**src/rtl/sort_sequencer.sv**
```systemverilog
`default_nettype none
// +-----------------------------------------------------------------------------+
// | Module  : sort_sequencer                                                    |
// | Purpose : Places three sensed blocks into the slots named by a latched      |
// |           colour-order word using a req/done mechanism handshake.          |
// | Revision: 1.0 - initial release                                             |
// +-----------------------------------------------------------------------------+
module sort_sequencer #(
  parameter int TIMEOUT_CYCLES = 1000000,
  parameter int CNT_W          = 20
) (
  input  logic       clk,
  input  logic       rst,
  input  logic       start,
  input  logic [5:0] block_position,
  input  logic       color_valid,
  input  logic [1:0] color_code,
  input  logic       move_done,
  output logic       move_req,
  output logic [1:0] target_slot,
  output logic [1:0] placed_count,
  output logic       busy,
  output logic       done,
  output logic       error,
  output logic [1:0] err_code
);

  typedef enum logic [2:0] {
    S_IDLE       = 3'd0,
    S_CHECK      = 3'd1,
    S_WAIT_COLOR = 3'd2,
    S_WAIT_ACK   = 3'd3,
    S_DONE       = 3'd4,
    S_ERROR      = 3'd5
  } state_t;

  localparam logic [1:0]       c_ERR_NONE    = 2'b00;
  localparam logic [1:0]       c_ERR_ORDER   = 2'b01;
  localparam logic [1:0]       c_ERR_COLOR   = 2'b10;
  localparam logic [1:0]       c_ERR_TIMEOUT = 2'b11;
  localparam logic [CNT_W-1:0] c_CNT_LAST    = CNT_W'(TIMEOUT_CYCLES - 1);

  state_t           r_state;
  state_t           w_state_nxt;
  logic [5:0]       r_order;
  logic [2:0]       r_filled;
  logic [CNT_W-1:0] r_cnt;
  logic             r_move_req;
  logic [1:0]       r_target_slot;
  logic [1:0]       r_placed_count;
  logic [1:0]       r_err_code;

  logic [1:0] w_code0, w_code1, w_code2;
  logic       w_order_bad;
  logic [2:0] w_match;
  logic       w_color_ok;
  logic [1:0] w_hit_slot;
  logic       w_latch, w_launch, w_complete, w_cnt_inc, w_err;
  logic [1:0] w_err_code;

  assign w_code0 = r_order[5:4];
  assign w_code1 = r_order[3:2];
  assign w_code2 = r_order[1:0];

  // A legal order is a permutation of the three non-zero colour codes.
  assign w_order_bad = (w_code0 == 2'b00) || (w_code1 == 2'b00) || (w_code2 == 2'b00) ||
                       (w_code0 == w_code1) || (w_code0 == w_code2) || (w_code1 == w_code2);

  assign w_match    = {color_code == w_code2, color_code == w_code1, color_code == w_code0};
  assign w_color_ok = (color_code != 2'b00) && (w_match != 3'b000) && ((w_match & r_filled) == 3'b000);
  assign w_hit_slot = w_match[0] ? 2'd0 : (w_match[1] ? 2'd1 : 2'd2);

  always_ff @(posedge clk or posedge rst) begin
    if (rst) r_state <= S_IDLE;
    else     r_state <= w_state_nxt;
  end

  always_comb begin
    w_state_nxt = r_state;
    w_latch     = 1'b0;
    w_launch    = 1'b0;
    w_complete  = 1'b0;
    w_cnt_inc   = 1'b0;
    w_err       = 1'b0;
    w_err_code  = c_ERR_NONE;
    case (r_state)
      S_IDLE, S_DONE, S_ERROR: begin
        if (start) begin
          w_state_nxt = S_CHECK;
          w_latch     = 1'b1;
        end
      end
      S_CHECK: begin
        if (w_order_bad) begin
          w_state_nxt = S_ERROR;
          w_err       = 1'b1;
          w_err_code  = c_ERR_ORDER;
        end else begin
          w_state_nxt = S_WAIT_COLOR;
        end
      end
      S_WAIT_COLOR: begin
        if (color_valid) begin
          if (w_color_ok) begin
            w_state_nxt = S_WAIT_ACK;
            w_launch    = 1'b1;
          end else begin
            w_state_nxt = S_ERROR;
            w_err       = 1'b1;
            w_err_code  = c_ERR_COLOR;
          end
        end
      end
      S_WAIT_ACK: begin
        // A completion arriving on the last allowed cycle beats the timeout.
        if (move_done) begin
          w_complete  = 1'b1;
          w_state_nxt = (r_placed_count == 2'd2) ? S_DONE : S_WAIT_COLOR;
        end else if (r_cnt == c_CNT_LAST) begin
          w_state_nxt = S_ERROR;
          w_err       = 1'b1;
          w_err_code  = c_ERR_TIMEOUT;
        end else begin
          w_cnt_inc = 1'b1;
        end
      end
      default: w_state_nxt = S_IDLE;
    endcase
  end

  always_ff @(posedge clk or posedge rst) begin
    if (rst) begin
      r_order        <= 6'd0;
      r_filled       <= 3'b000;
      r_cnt          <= '0;
      r_move_req     <= 1'b0;
      r_target_slot  <= 2'd0;
      r_placed_count <= 2'd0;
      r_err_code     <= c_ERR_NONE;
    end else begin
      if (w_latch) begin
        r_order        <= block_position;
        r_filled       <= 3'b000;
        r_placed_count <= 2'd0;
        r_err_code     <= c_ERR_NONE;
      end
      if (w_launch) begin
        r_target_slot <= w_hit_slot;
        r_move_req    <= 1'b1;
        r_cnt         <= '0;
      end
      if (w_cnt_inc) r_cnt <= r_cnt + 1'b1;
      if (w_complete) begin
        r_move_req     <= 1'b0;
        r_filled       <= r_filled | (3'b001 << r_target_slot);
        r_placed_count <= r_placed_count + 2'd1;
      end
      if (w_err) begin
        r_err_code <= w_err_code;
        r_move_req <= 1'b0;
      end
    end
  end

  assign move_req     = r_move_req;
  assign target_slot  = r_target_slot;
  assign placed_count = r_placed_count;
  assign err_code     = r_err_code;
  assign busy         = !((r_state == S_IDLE) || (r_state == S_DONE) || (r_state == S_ERROR));
  assign done         = (r_state == S_DONE);
  assign error        = (r_state == S_ERROR);

endmodule
`default_nettype wire

```
**config.mk**
```make
export PLATFORM = sky130hd
export DESIGN_NAME = sort_sequencer
export DESIGN_NICKNAME = d
export VERILOG_FILES = /design/src/rtl/sort_sequencer.sv
export SDC_FILE = /design/constraint.sdc
export NUM_CORES = 1
export LEC_CHECK = 0
export CAP_MARGIN = 20
export CELL_PAD_IN_SITES_DETAIL_PLACEMENT = 1
export CELL_PAD_IN_SITES_GLOBAL_PLACEMENT = 1
export CORE_ASPECT_RATIO = 1.75
export CORE_MARGIN = 4
export CORE_UTILIZATION = 35
export CTS_CLUSTER_SIZE = 40
export DETAILED_ROUTE_END_ITERATION = 12
export GPL_ROUTABILITY_DRIVEN = 1
export GPL_TIMING_DRIVEN = 0
export PLACE_DENSITY = 0.66
export SLEW_MARGIN = 10
export SYNTH_ARGS = -nofsm -noshare
export SYNTH_HDL_FRONTEND = slang
export SYNTH_SLANG_ARGS = --single-unit
```
**constraint.sdc**
```tcl
create_clock -name clk -period 2.91 [get_ports clk]
set_clock_uncertainty 0.1 [all_clocks]
set_input_delay 0.582 -clock clk [delete_from_list [all_inputs] [get_ports clk]]
set_output_delay 0.582 -clock clk [all_outputs]
set_load 0.03 [all_outputs]
```
==> results of run 1 <==
==> worst min-delay path by stage <==
stage / cells after the start / slack (ns) / startpoint / to
2_1_floorplan: 2 / 0.35 / r_filled[0]$_DFFE_PP0P_ / r_filled[0]$_DFFE_PP0P_
5_1_grt: 2 / 0.42 / r_filled[0]$_DFFE_PP0P_ / r_filled[0]$_DFFE_PP0P_
4_1_cts: 2 / 0.39 / r_filled[0]$_DFFE_PP0P_ / r_filled[0]$_DFFE_PP0P_
3_3_place_gp: 2 / 0.36 / r_filled[0]$_DFFE_PP0P_ / r_filled[0]$_DFFE_PP0P_
3_5_place_dp: 2 / 0.38 / r_filled[0]$_DFFE_PP0P_ / r_filled[0]$_DFFE_PP0P_
6_report: 2 / 0.38 / r_filled[0]$_DFFE_PP0P_ / r_filled[0]$_DFFE_PP0P_
==> flip-flops by register name, summed over array words and instances (netlist names) <==
name,flops
placed_count,2
r_order,6
r_state,3
r_filled,3
r_cnt,20
err_code,2
target_slot,2
move_req,1
==> worst max-delay path, delay by kind of cell (launching register included) <==
| family | cells | cell delay (ns) |
|---|---|---|
| buffers and inverters | 2 | 1.02 |
| AND/OR/NAND/NOR | 2 | 0.31 |
| flip-flops | 1 | 0.34 |
==> cell usage after synthesis (5+ instances only) <==
master and n:
nand3_1 16, nand4_1 5, dfrtp_1 39, nand2_1 29
nor2_1 16, or3_1 6, xnor2_1 13, nor2b_1 7
buf_6 6, buf_4 5, mux2_2 8, o21ai_0 19
==> layer usage <==
| layer | global-route usage, % | vias to the layer above |
|---|---|---|
| li1 | - | 961 |
| met1 | 17.0 | 985 |
| met2 | 33.3 | 21 |
| met3 | 3.10 | 12 |
| met4 | 6.91 | 0 |
| met5 | 0 | - |
==> power by group <==
| part | switching [mW] | internal (mW) |
|---|---|---|
| combinational | 0.546 | 0.451 |
| clock | 0.221 | 0.426 |
| sequential | 0.0808 | 0.646 |
==> through the flow <==
stage,hold slack [ns],power [mW],worst slack (ns),util [%]
finish,0.385,2.37,0.269,43.9
floorplan,0.348,1.45,0.829,-
detailed placement,0.376,1.75,0.403,41.2
global route,0.424,2.54,0.151,43.9
global placement,0.361,1.71,0.389,40.8
CTS,0.390,2.40,0.259,43.9
==> logic make-up after synthesis <==
logic type	after synthesis	share of synthesized area (%)
AOI/OAI and AO/OA	51	14.8
xor gates and xnor gates	17	6.30
adders and majority gates	2	1.06
buffers and inverters	23	6.56
DFF	39	41.3
muxes	8	3.81
and+or+nand+nor	113	26.2
==> cell type report <==
cell class | instances | share of cell area, %
clock inverters | 2 | 1.22
flip-flops and latches | 39 | 34.0
well taps | 82 | 3.58
clock buffers | 6 | 4.84
plain buffers | 19 | 4.89
multi-input cells | 191 | 43.0
inverters | 4 | 0.524
repair buffers | 21 | 7.94
==> summary.md, run 1 <==
| Metric | Value |
|---|---|
| Status | complete, no violations |
| CP max FO | 10 |
| Hold Path Class | register to register |
| Leak | approximately 1.2 nW |
| Chip width | about 70 µm |
| Clock Tree Buf Depth | 2 |
| Root buffer cell | clkbuf_16 |
| WL per Instance | about 17 µm |
| Num rows | 39 |
| Post-route cell area | between 0.002 and 0.003 mm² |
| Least-Margin Pin Slew | ~0.48 ns |
| Sequential Area | just under 0.001 mm² |
| Max-slew headroom | about two thirds |
| First-iteration detailed-routing DRC count | slightly below 50 |
| Arrival @ worst endpoint | slightly below 2 ns |
| Post-Syn Instances | around 250 |
| Synth cell types | 56 |
| Die Ht | 117 µm |
| Tcrit/Tclk final | around nine tenths |
| ANT nets after route | 0 |
| Placer congestion estimate | between 0.7 and 0.8 |
| Final setup viols | 0 |
| Max Cap Violations | 0 |
| Syn avg cell area | roughly 9.3 µm² |
| Via count | 1979 |
| Worst-skew pair later-pin latency | 0.28 ns |
| Total gr overflow | 0 |
| Crit end category | output pin |
| I/O pin count | 23 |
| Final Hold Viols | 0 |
| Hold_buf cts | 0 |
| Peak Freq | 379 MHz |
| Sum Neg Setup Slack | 0 ns |
| WP data required | 2.23 ns |
| Critical Path Start | r_state[0]$_DFFE_PP0P_ |
| # resized after CTS | 0 |
| Most common cell type on the critical path | nand2b_1 |
| Min cycle time layout | approximately 2.6 ns |
| Cell chain of the critical path | clkbuf_1 > nand2b_1 > nand2b_1 > clkdlybuf4s50_1 |
| WL met2 | ~3600 µm |
| Post-route DRC violation count | 0 |
| WS Path Type | register to output pin |
| R2R depth | 7 |
| Die ar. | 0.00818 mm² |
| Synth top area share | about two fifths |
| Post-DP HPWL | approximately 4800 µm |
| # clock sinks | 39 |
| Top sig layer | met4 |
| CTS tree | yes |
| Yosys top cell by area | dfrtp_1 |
| Cell area power density | 827 mW/mm² |
| Post-synth EDFFs | 0 |
| Initial antenna violation count | 0 |
| First-pass GRT wire length | 10800 µm |
| Reg2reg start | r_order[3]$_DFFE_PP0P_ |
| Mapped Nets | 268 |
| Primary FF master, synth | dfrtp_1 |
| Cells after DPL | 356 |
| Met3 routed WL | 115 µm |
| Num CTS Buffers | 5 |
| Number of synthesized register bits | 39 |
| Largest net degree at the start of global routing | 21 |
| DR pass1 iterations | 4 |
| Vias per cell | 5.44 |
| Most common cell after layout, fill and taps aside | dfrtp_1 |
| Final Routed Wirelength | about 6200 µm |
| H-tree Lvls | 2 |
| Final non-filler cell total | about 360 |
| Vias in the first global route | between 2k and 2.5k |
| Crit start category | register |
| Area grow syn2layout | 21.3% |
| Mapped cell area | around 0.0024 mm² |
| Wire length on met1 | ~2300 µm |
| Max VDD drop | approximately 0.5 mV |
| Asr flop ratio synth | between 90% and 100% |
| Core area | ~0.0065 mm² |
| Clock transition at the registers of the reported paths | roughly 0.06 ns |
| Number of port buffers | 20 |
| Seq/Total Area, Yosys | about two fifths |
| Synth Warn # | 0 |
| ANT cells | 0 |
| Fillers | 782 |
| Postcts setup bufs | 0 |
| Worst r2r dst | target_slot[1]$_DFFE_PP0P_ |
| Max incr delay on CP | about 0.7 ns |
| Layout cell share with drive strength beyond 1 | 13.8% |
| RSZ-0062 raised after global routing | no |
| Setup crit end | busy |
| Multi-input gate area | between 0.001 and 0.0015 mm² |
| Register-to-register setup slack | 0.89 ns |
| Max Slew Vio Count | 0 |
| Initial Util | a little over a third |
| Area after DPL | between 0.002 and 0.003 mm² |
| Most frequent cells in the layout | dfrtp_1 (39), nand2_1 (29), clkdlybuf4s50_1 (20), o21ai_0 (19) |
| Final net count | approximately 300 |
| Worst path slowest cell | clkdlybuf4s50_1 |
| Top cells by area, synth | dfrtp_1 (41%), xnor2_1 (4.8%), nand2_1 (4.6%), o21ai_0 (4.0%), mux2_2 (3.8%) |
| GR Util All Layers | approximately 17% |
Note: power is estimated with default switching activity, not from simulation.
==> inputs of run 2 (changes only) <==
--- a/config.mk
+++ b/config.mk
@@ -5,6 +5,7 @@
 export SDC_FILE = /design/constraint.sdc
 export NUM_CORES = 1
 export LEC_CHECK = 0
+export ABC_CLOCK_PERIOD_IN_PS = 2910
 export CAP_MARGIN = 20
 export CELL_PAD_IN_SITES_DETAIL_PLACEMENT = 1
 export CELL_PAD_IN_SITES_GLOBAL_PLACEMENT = 1
@@ -15,8 +16,7 @@
 export DETAILED_ROUTE_END_ITERATION = 12
 export GPL_ROUTABILITY_DRIVEN = 1
 export GPL_TIMING_DRIVEN = 0
-export PLACE_DENSITY = 0.66
-export SLEW_MARGIN = 10
+export PLACE_DENSITY = 0.74
 export SYNTH_ARGS = -nofsm -noshare
 export SYNTH_HDL_FRONTEND = slang
 export SYNTH_SLANG_ARGS = --single-unit
==> run 2 against run 1 <==
Combinational power is 0.9% lower. Cell count down 0.27%. Sequential cell count unchanged. Clock-buffer cell count is the same. First-iteration DRC count decreased by 18%. Highest routed layer unchanged. Design area shrank 0.44%. Largest cell class unchanged.
==> summary.md, run 2 (synthesized netlist as in run 1, its figures left out) <==
| Metric | Value |
|---|---|
| Status | complete, no violations |
| Via count | about 2k |
| Die ar. | just over 0.008 mm² |
| Most frequent cells in the layout | dfrtp_1 (39), nand2_1 (29), clkdlybuf4s50_1 (20), o21ai_0 (19) |
| Peak Freq | 380 MHz |
| Placer congestion estimate | around 0.8 |
| Final Hold Viols | 0 |
| Worst setup margin | ~0.28 ns |
| Cell area power density | about 850 mW/mm² |
| Area grow syn2layout | 20.8% |
| Cell chain of the critical path | clkbuf_1 > nand2b_1 > clkdlybuf4s50_1 |
| Max-slew headroom | around 44% |
| RSZ-0062 raised after global routing | no |
| GR Util All Layers | approximately 16% |
| Final net count | just under 300 |
| Core area | about 0.0065 mm² |
| Post-route DRC violation count | 0 |
| Max FFs per register | 20 |
| Met2 Use GR | between 30% and 40% |
| Largest net degree at the start of global routing | 40 |
| WS Path Type | register to output pin |
| CTS tree | yes |
| I/O pin count | 23 |
| R2R depth | 6 |
| Met3 usage | approximately 2.3% |
| # clock sinks | 39 |
| Min cycle time layout | around 2.6 ns |
| First-iteration detailed-routing DRC count | 40 |
| Reg with most FFs | r_cnt |
| Final Routed Wirelength | around 6000 µm |
| HP Start | r_filled[0]$_DFFE_PP0P_ |
| Register-to-register setup slack | 0.86 ns |
| Chip width | ~70 µm |
| Number of port buffers | 20 |
| Max VDD drop | around 0.34 mV |
| Least-Margin Pin Slew | ~0.83 ns |
| First-pass GRT wire length | around 10000 µm |
| Fillers | ~770 |
| Root buffer cell | clkbuf_16 |
| Crit start category | register |
| Grt peak-use layer | met2 |
| Layout cell share with drive strength beyond 1 | 13.2% |
| Crit end category | output pin |
| Worst-skew pair later-pin latency | 0.28 ns |
| WL per Instance | roughly 17 µm |
| Vias per cell | 5.48 |
| Cells after DPL | about 360 |
| # resized after CTS | 0 |
| Final non-filler cell total | ~360 |
| Total gr overflow | 0 |
| Tcrit/Tclk final | between 90% and 100% |
| Num CTS Buffers | 5 |
| Worst hold path cell count | 2 |
| DR pass1 iterations | 4 |
| Most common cell after layout, fill and taps aside | dfrtp_1 |
| Max incr delay on CP | 0.68 ns |
| CP max FO | 10 |
| Hold_buf cts | 0 |
| Arrival @ worst endpoint | about 2 ns |
| Hold endpoint | r_filled[0]$_DFFE_PP0P_ |
| Top Registers | r_cnt x20, r_order x6 |
| Final setup viols | 0 |
| Postcts setup bufs | 0 |
| Reg2reg start | r_cnt[7]$_DFFE_PP0P_ |
| Post-DP HPWL | roughly 4600 µm |
| Max Cap Violations | 0 |
| Vias in the first global route | 2218 |
| Worst r2r dst | r_cnt[15]$_DFFE_PP0P_ |
| Worst path slowest cell | clkdlybuf4s50_1 |
| Num rows | 39 |
| WP data required | between 2 and 2.5 ns |
| ANT nets after route | 0 |
| DP Worst Slack | 0.367 ns |
| Sum Neg Setup Slack | 0 ns |
| Clock transition at the registers of the reported paths | 0.06 ns |
| Initial antenna violation count | 0 |
| ANT cells | 0 |
| Hold Path Class | register to register |
| M1 GR Usage | 14.7% |
| Initial Util | a little over a third |
| Clock Tree Buf Depth | 2 |
| Max Slew Vio Count | 0 |
| H-tree Lvls | 2 |
| Die Ht | about 120 µm |
| Leak | between 1 and 1.5 nW |
==> run 2: layout make-up <==
type / count / area, µm² / area share, %
plain buffers: 19 / 140 / 4.91
clock buffers: 6 / 129 / 4.51
clock inverters: 2 / 60.1 / 2.10
inverters: 4 / 15.0 / 0.526
multi-input cells: 191 / 1230 / 43.2
flip-flops and latches: 39 / 976 / 34.2
well taps: 82 / 103 / 3.59
repair buffers: 20 / 200 / 7.01
==> run 2: worst max-delay path by stage <==
stage | from | endpoint | slack, ns | cells after the start
final | r_state[1]$_DFFE_PP0P_ | busy | 0.28 | 3
after global routing | r_state[0]$_DFFE_PP0P_ | busy | 0.16 | 4
after CTS | r_state[1]$_DFFE_PP0P_ | busy | 0.26 | 3
after detailed placement | move_done | r_cnt[15]$_DFFE_PP0P_ | 0.37 | 7
after global placement | rst | r_order[2]$_DFFE_PP0P_ | 0.42 | 2
after floorplan | color_code[0] | target_slot[0]$_DFFE_PP0P_ | 0.83 | 7
==> run 2: per-layer routing <==
layer / vias up / routed length (µm)
met3: 13 / 92
met4: 0 / 185
met2: 23 / 3650
met1: 994 / 2200
li1: 959 / -
met5: - / 0
==> run 2: worst max-delay path: cells and delay by family (launching register included) <==
family / cells / cell delay (ns)
buffers and inverters: 2 / 1.03
flip-flops: 1 / 0.45
AND/OR/NAND/NOR: 1 / 0.19
==> run 2: stage by stage <==
stage | hold slack [ns] | cell area [µm²] | power [mW] | util (%)
6_report | 0.398 | 2860 | 2.42 | 43.7
5_1_grt | 0.426 | 2860 | 2.58 | 43.7
4_1_cts | 0.402 | 2860 | 2.46 | 43.7
3_5_place_dp | 0.388 | 2670 | 1.74 | 40.8
3_3_place_gp | 0.363 | 2670 | 1.70 | 40.8
2_1_floorplan | 0.348 | 2360 | 1.45 | -
==> run 2: power by group <==
group | switching, mW | leakage [nW] | internal [mW]
sequential | 0.0796 | 0.520 | 0.646
combinational | 0.541 | 0.557 | 0.448
clock | 0.215 | 0.0911 | 0.492
total | 0.835 | 1.17 | 1.59
==> inputs of run 3 (changes only) <==
--- a/config.mk
+++ b/config.mk
@@ -14,9 +14,10 @@
 export CORE_UTILIZATION = 35
 export CTS_CLUSTER_SIZE = 40
 export DETAILED_ROUTE_END_ITERATION = 12
+export DONT_BUFFER_PORTS = 1
 export GPL_ROUTABILITY_DRIVEN = 1
-export GPL_TIMING_DRIVEN = 0
-export PLACE_DENSITY = 0.74
+export HOLD_SLACK_MARGIN = 0.05
+export PLACE_DENSITY = 0.68
 export SYNTH_ARGS = -nofsm -noshare
 export SYNTH_HDL_FRONTEND = slang
 export SYNTH_SLANG_ARGS = --single-unit
==> run 3 against run 2 <==
Via count is 7.1% lower. Die area stayed put. Critical path depth is 2 higher. Largest power group is now registers. Routed wire length is 5.4% lower.
==> summary.md, run 3 (synthesized netlist as in run 1, its figures left out) <==
| Metric | Value |
|---|---|
| # clock sinks | 39 |
| Clock Tree Buf Depth | 2 |
| Status | complete, no violations |
| Die ar. | between 0.008 and 0.009 mm² |
| Hold_buf cts | 0 |
| Worst path slowest cell | o21ai_1 |
| Root buffer cell | clkbuf_16 |
| CP max FO | 12 |
| Num rows | 39 |
| Vias per cell | 5.63 |
| Vias in the first global route | around 2.0k |
| WP data required | 2.97 ns |
| Post-route DRC violation count | 0 |
| Arrival @ worst endpoint | 2.35 ns |
| ANT nets after route | 0 |
| Final Hold Viols | 0 |
| Final setup viols | 0 |
| Max VDD drop | 0.229 mV |
| Layout cell share with drive strength beyond 1 | a little over a tenth |
| Max Slew Vio Count | 0 |
| CTS tree | yes |
| First-iteration detailed-routing DRC count | 57 |
| R2R depth | 5 |
| Final Routed Wirelength | 5790 µm |
| WL per Instance | approximately 18 µm |
| WS Path Type | register to register |
| Max FFs per register | 20 |
| DR pass1 iterations | 3 |
| Most common cell after layout, fill and taps aside | dfrtp_1 |
| Initial Util | between 30% and 40% |
| Max Cap Violations | 0 |
| Min cycle time layout | around 2.3 ns |
| Max-slew headroom | 49.0% |
| Cell area power density | approximately 870 mW/mm² |
| Final net count | 260 |
| Number of port buffers | 0 |
| Area grow syn2layout | 7.04% |
| Least-Margin Pin Slew | 0.760 ns |
| Area after DPL | approximately 0.0024 mm² |
| Cell chain of the critical path | nor4b_1 > nand4_1 > o21ai_1 > or3_1 > o211ai_1 |
| Largest net degree at the start of global routing | 40 |
| Post-route cell area | 0.00253 mm² |
| Chip width | roughly 70 µm |
| Placer congestion estimate | between 0.7 and 0.8 |
| Num CTS Buffers | 5 |
| Worst-skew pair later-pin latency | slightly below 0.3 ns |
| Sum Neg Setup Slack | 0 ns |
| Reg with most FFs | r_cnt |
| Clock transition at the registers of the reported paths | 0.06 ns |
| Crit start category | register |
| Die Ht | roughly 120 µm |
| H-tree Lvls | 2 |
| Via count | around 1.8k |
| Crit end category | register |
| RSZ-0062 raised after global routing | no |
| Max incr delay on CP | ~0.69 ns |
| # resized after CTS | 0 |
| Core area | 0.00654 mm² |
| Most frequent cells in the layout | dfrtp_1 (39), nand2_1 (29), o21ai_0 (19), nand3_1 (16), nor2_1 (16) |
| Leak | slightly above 1 nW |
| Top Registers | r_cnt x20, r_order x6 |
| ANT cells | 0 |
| First-pass GRT wire length | around 10000 µm |
| Tcrit/Tclk final | roughly 79% |
| Peak Freq | roughly 440 MHz |
| I/O pin count | 23 |
| Total gr overflow | 0 |
| Initial antenna violation count | 0 |
| Fillers | 767 |
| GR Util All Layers | between 15 and 20% |
| Post-DP HPWL | 4330 µm |
| Postcts setup bufs | 0 |
| Hold Path Class | input port to asynchronous set/reset pin |
==> run 3: cell count changes in the layout (fill, tap and decap cells not counted), moves of 3 or more <==
cell | previous run | this run
clkdlybuf4s50_1 | 20 | 0
buf_2 | 3 | 0
clkbuf_1 | 5 | 0
buf_6 | 6 | 0
==> run 3: worst max-delay path, delay by kind of cell (launching register included) <==
family / cells / cell delay, ns
DFF: 1 / 0.44
AOI/OAI and AO/OA: 2 / 0.77
and+or+nand+nor: 3 / 0.86
==> run 3: through the flow <==
| stage | utilization, % | hold slack (ns) | instances | total power, mW | setup slack (ns) |
|---|---|---|---|---|---|
| 2_1_floorplan | - | 0.348 | 253 | 1.45 | 0.829 |
| 4_1_cts | 38.7 | 0.221 | 328 | 2.24 | 0.598 |
| 5_1_grt | 38.7 | 0.238 | 328 | 2.34 | 0.397 |
| 3_5_place_dp | 36.0 | 0.392 | 320 | 1.57 | 0.594 |
| 6_report | 38.7 | 0.206 | 328 | 2.19 | 0.616 |
| 3_3_place_gp | 36.0 | 0.365 | 320 | 1.54 | 0.693 |
==> run 3: where the power goes <==
group	internal, mW	switching (mW)	leakage (nW)
sequential	0.644	0.259	0.520
combinational	0.306	0.331	0.422
clock	0.426	0.222	0.0868
==> run 3: worst paths after layout <==
check / start / endpoint / slack, ns
setup / recovery: r_cnt[7]$_DFFE_PP0P_ / r_cnt[15]$_DFFE_PP0P_ / 0.62
hold / removal: rst / placed_count[0]$_DFFE_PP0P_ / 0.21
setup reg to reg: r_cnt[7]$_DFFE_PP0P_ / r_cnt[15]$_DFFE_PP0P_ / 0.62
hold reg to reg: r_filled[1]$_DFFE_PP0P_ / r_filled[1]$_DFFE_PP0P_ / 0.39
max in group asynchronous: rst / r_cnt[19]$_DFFE_PP0P_ / 2.14
min in group clk: block_position[1] / r_order[1]$_DFFE_PP0P_ / 0.34
==> run 3: cell type report <==
class                   count  area, µm²  area share, %
repair buffers              4       30.0           1.19
well taps                  82        103           4.06
clock buffers               6        139           5.49
clock inverters             2       35.0           1.38
flip-flops and latches     39        976           38.6
multi-input cells         191       1230           48.7
inverters                   4       15.0          0.593
==> run 3: per-layer routing <==
metal  up-vias  part of all wire, %  GRT usage, %
li1        890                    -             -
met1       930                   36          14.0
met2        17                   59          30.9
met3        10                  2.3          3.10
met4         0                  3.2          8.57
met5         -                    0             0
